<file path="config.mk">
export PLATFORM = sky130hd
export DESIGN_NAME = fifo_pop_ctrl
export DESIGN_NICKNAME = d
export VERILOG_FILES = /design/src/rtl/fifo_pop_ctrl.sv
export SDC_FILE = /design/constraint.sdc
export NUM_CORES = 1
export LEC_CHECK = 0
export CAP_MARGIN = 10
export CORE_MARGIN = 4
export CORE_UTILIZATION = 52
export CTS_CLUSTER_DIAMETER = 120
export DETAILED_ROUTE_END_ITERATION = 16
export HOLD_SLACK_MARGIN = 0.02
export PLACE_DENSITY = 0.93
export SLEW_MARGIN = 20
export SYNTH_ARGS = -nofsm -noshare
export SYNTH_HDL_FRONTEND = slang
export SYNTH_SLANG_ARGS = --single-unit
</file>
<file path="constraint.sdc">
create_clock -name clk -period 4.5 [get_ports clk]
set_input_delay 0.45 -clock clk [delete_from_list [all_inputs] [get_ports clk]]
set_output_delay 0.45 -clock clk [all_outputs]
set_load 0.01 [all_outputs]
</file>
<file path="src/rtl/fifo_pop_ctrl.sv">
// fifo_pop_ctrl: credit-based FIFO pop controller feeding a 2-entry skid buffer
module fifo_pop_ctrl #(
  parameter int DATA_SIZE = 10
) (
  input  logic                 clk,
  input  logic                 reset,
  input  logic                 enable,
  input  logic                 fifo_empty,
  input  logic                 almost_empty,
  input  logic                 fifo_error,
  input  logic [DATA_SIZE-1:0] data_out_pop,
  input  logic                 ready_in,
  input  logic                 pause_in,
  output logic                 read,
  output logic                 valid_out,
  output logic [DATA_SIZE-1:0] data_out,
  output logic [7:0]           pop_count,
  output logic                 err_sticky,
  output logic [1:0]           state
);
  localparam int BUF_DEPTH = 2;
  localparam logic [1:0] IDLE = 2'd0, RUN = 2'd1, HOLD = 2'd2;
  logic [1:0] state_q, state_d, occ_q, occ_d, occ_sh;
  logic [DATA_SIZE-1:0] buf_q [BUF_DEPTH];
  logic [DATA_SIZE-1:0] buf_d [BUF_DEPTH];
  logic [7:0] cnt_q;
  logic [2:0] credit;
  logic rd_q, err_q, xfer, ovf;
  assign valid_out  = occ_q != 2'd0;
  assign data_out   = buf_q[0];
  assign pop_count  = cnt_q;
  assign err_sticky = err_q;
  assign state      = state_q;
  assign xfer       = valid_out & ready_in;
  // words held plus the one in flight, minus the one leaving this cycle
  assign credit = {1'b0, occ_q} + {2'b0, rd_q} - {2'b0, xfer};
  assign read   = (state_q == RUN) & ~fifo_empty & (credit <= 3'd1) & ~(almost_empty & rd_q);
  assign ovf    = rd_q & (occ_q == 2'd2) & ~xfer;
  assign occ_sh = occ_q - {1'b0, xfer};
  assign state_d = !enable ? IDLE :
                   (state_q == IDLE) ? (pause_in ? IDLE : RUN) :
                   (pause_in ? HOLD : RUN);
  always_comb begin
    buf_d[0] = xfer ? buf_q[1] : buf_q[0];
    buf_d[1] = buf_q[1];
    occ_d    = occ_sh;
    if (rd_q && !ovf) begin
      buf_d[occ_sh[0]] = data_out_pop;
      occ_d = occ_sh + 2'd1;
    end
  end
  always_ff @(posedge clk) begin
    if (reset) begin
      state_q  <= IDLE;
      occ_q    <= 2'd0;
      rd_q     <= 1'b0;
      err_q    <= 1'b0;
      cnt_q    <= 8'd0;
      buf_q[0] <= '0;
      buf_q[1] <= '0;
    end else begin
      state_q  <= state_d;
      occ_q    <= occ_d;
      rd_q     <= read;
      err_q    <= err_q | fifo_error | ovf;
      cnt_q    <= cnt_q + {7'd0, xfer};
      buf_q[0] <= buf_d[0];
      buf_q[1] <= buf_d[1];
    end
  end
endmodule

</file>
==> results.py <==
metrics = {
    "cts": {
        "cts_resized": 0,
        "clockRootBuffer": "clkbuf_4",
        "cts_tree": "done",
        "clock_latency_ns": 0.34,
        "cts_buffers": 5,
        "clk_pin_slew_worst_paths_ns": 0.09,
        "clockBufferDepth": 2,
        "cts_hold_buffers": 0,
        "h-tree-depth": 2,
        "post_cts_buffers": 0,
        "cts.sinks": 34,
    },
    "yosys": {
        "synth_area_um2": 1670,
        "async_flop_share_pct": 0,
        "synthTopCellsByCount": "dfxtp_1, nor2_1, nand2_1, nand3_1",
        "ys_types": 35,
        "syn_inst": 177,
        "synth_edf_count": 0,
        "ys.flop_type": "dfxtp_1",
        "ys_ff_latch": 34,
        "ys_seq_area_share_pct": 40.7,
        "synth_fp_nets": 199,
        "yosys-top-cells-area": "dfxtp_1, a311oi_2, mux2i_1",
        "yosysWarnings": 0,
        "yosysMostFrequentCell": "dfxtp_1",
        "syn_avg_cell_area_um2": 9.44,
        "yosysTopAreaCellShare_pct": 40.7,
        "synth_area_leader_cell": "dfxtp_1",
    },
    "placement": {
        "dp_hpwl_um": 2400,
        "placed_cell_area_um2": 1990,
        "routabilityCongestion": 0.800,
        "port-buffer-count": 40,
    },
    "drt": {
        "viasPerCell": 5.49,
        "wl_per_cell_um": 14.5,
        "dr_wl_met2_um": 1760,
        "drt_first_pass_iters": 4,
        "drt_iter0_markers": 75,
        "antenna_left": 0,
        "wl_um": 3530,
        "drc": 0,
        "via_count": 1339,
        "top_layer": "met4",
        "wl_met1_um": 1570,
        "met3_length_um": 130,
    },
    "worst_setup_path": {
        "cp.arrival_ns": 3.29,
        "crit_fanout": 19,
        "start_kind": "register",
        "r2r_slack_ns": 1.93,
        "crit_type": "reg2out",
        "endpoint_kind": "output pin",
        "worstPathRequired_ns": 4.05,
    },
    "pwr": {
        "p_leak_nw": 0.658,
        "peakVddDrop_mv": 0.178,
        "power_density_nw_per_um2": 255,
    },
    "timing": {
        "fmax_mhz": 267,
        "worst_slew_pin_slew_ns": 0.817,
        "final_max_slew_viol_count": 0,
        "fin_crit_sh_pct": 83.1,
        "slew_headroom_pct": 45.5,
        "timing.setup.tns_ns": 0,
        "finalHoldViolations": 0,
        "rsz0062_at_grt": "no",
        "skew_ns": 0.00481,
        "whs_ns": 0.494,
        "finalSetupViolations": 0,
        "timing.final.crit_period_ns": 3.74,
    },
    "die": {
        "num_rows": 20,
        "start_util_pct": 54.7,
        "core_um2": 3050,
        "die_h_um": 64.7,
        "fp.dieArea_um2": 4180,
        "dieWidth_um": 64.7,
        "num_io_pins": 41,
    },
    "status": {
        "outcome": "complete, no violations",
    },
    "finish": {
        "post-route-util_pct": 66.8,
        "area_delta_synth_final_pct": 22.0,
        "final_area_um2": 2040,
        "drive_above_1_share_pct": 9.50,
        "nNetsFinal": 223,
        "antenna_cells": 0,
    },
    "global_routing": {
        "antenna_found_initial": 0,
        "grt_first_pass_wirelength_um": 6160,
        "grt_pass1_vias": 1341,
        "grt_overflow": 0,
        "grt_max_degree": 35,
        "grt_usage_pct": 18.6,
    },
    "worst_hold_path": {
        "hold_class": "reg2reg",
    },
    "job": {
        "maxCapViolCount": 0,
    },
}
-- metrics by stage --
step | setup WS [ns] | cells | power (mW)
finish | 0.759 | 244 | 0.519
global route | 0.556 | 244 | 0.542
CTS | 0.754 | 244 | 0.521
detailed placement | 0.759 | 238 | 0.359
global placement | 0.796 | 238 | 0.358
floorplan | 1.81 | 177 | 0.335
-- metal layers --
layer	GRT usage (%)	vias to the layer above
met5	0	-
met3	3.47	6
met4	8.71	0
met2	30.8	28
li1	-	670
met1	23.4	635
-- path summary, 6_finish.rpt --
path | from | to | cells past startpoint
hold / removal | pop_count[7] | pop_count[7] | 2
setup reg to reg | occ_q[1] | rd_q | 8
hold reg to reg | pop_count[7] | pop_count[7] | 2
setup / recovery | occ_q[1] | read | 8
-- logic make-up (layout without fill, tap and decap cells) --
logic type | after synthesis | count (layout) | synth area share (%)
DFF | 34 | 34 | 40.7
AOI/OAI and AO/OA | 35 | 35 | 19.1
xor gates and xnor gates | 5 | 5 | 2.62
buffers and inverters | 28 | 51 | 9.89
adders and majority gates | 4 | 4 | 3.45
muxes | 11 | 11 | 6.59
and+or+nand+nor | 60 | 60 | 17.6
-- worst max-delay path, cell delays in order, from the launching register on --
cell and delay (ns):
dfxtp_1 0.44, o21ai_2 0.66, xnor2_1 0.20, ha_1 0.16
inv_1 0.05, fa_1 0.47, nand4bb_1 0.10, a211oi_1 0.27
clkdlybuf4s50_1 0.59
-- area by class of cell --
class	count	area (um2)
Tap cell	44	55.1
Multi-Input combinational cell	115	825
Inverter	3	11.3
Sequential cell	34	681
Fill cell	263	1010
Clock buffer	6	51.3
Timing Repair Buffer	42	415
-- placed cells by master, fill, tap and decap left out, drive strengths merged --
cell type / count
a211oi: 11
a21o: 1
a21oi: 5
a311oi: 11
a31oi: 1
and3: 1
buf: 2
clkbuf: 6
clkdlybuf4s50: 40
dfxtp: 34
fa: 1
ha: 3
inv: 3
mux2i: 11
nand2: 14
nand2b: 1
nand3: 14
nand4: 1
nand4bb: 1
nor2: 16
nor2b: 4
nor3: 1
nor3b: 1
nor4bb: 1
o21ai: 4
o31ai: 2
or2: 1
or3: 2
or4: 2
xnor2: 2
xor2: 3
-- where the power goes --
part	total, mW	switching, mW	internal [mW]
sequential	0.307	0.00239	0.304
clock	0.168	0.0975	0.0703
combinational	0.0452	0.0201	0.0251
total	0.519	0.120	0.400
Note: power is estimated with default switching activity, not from simulation.
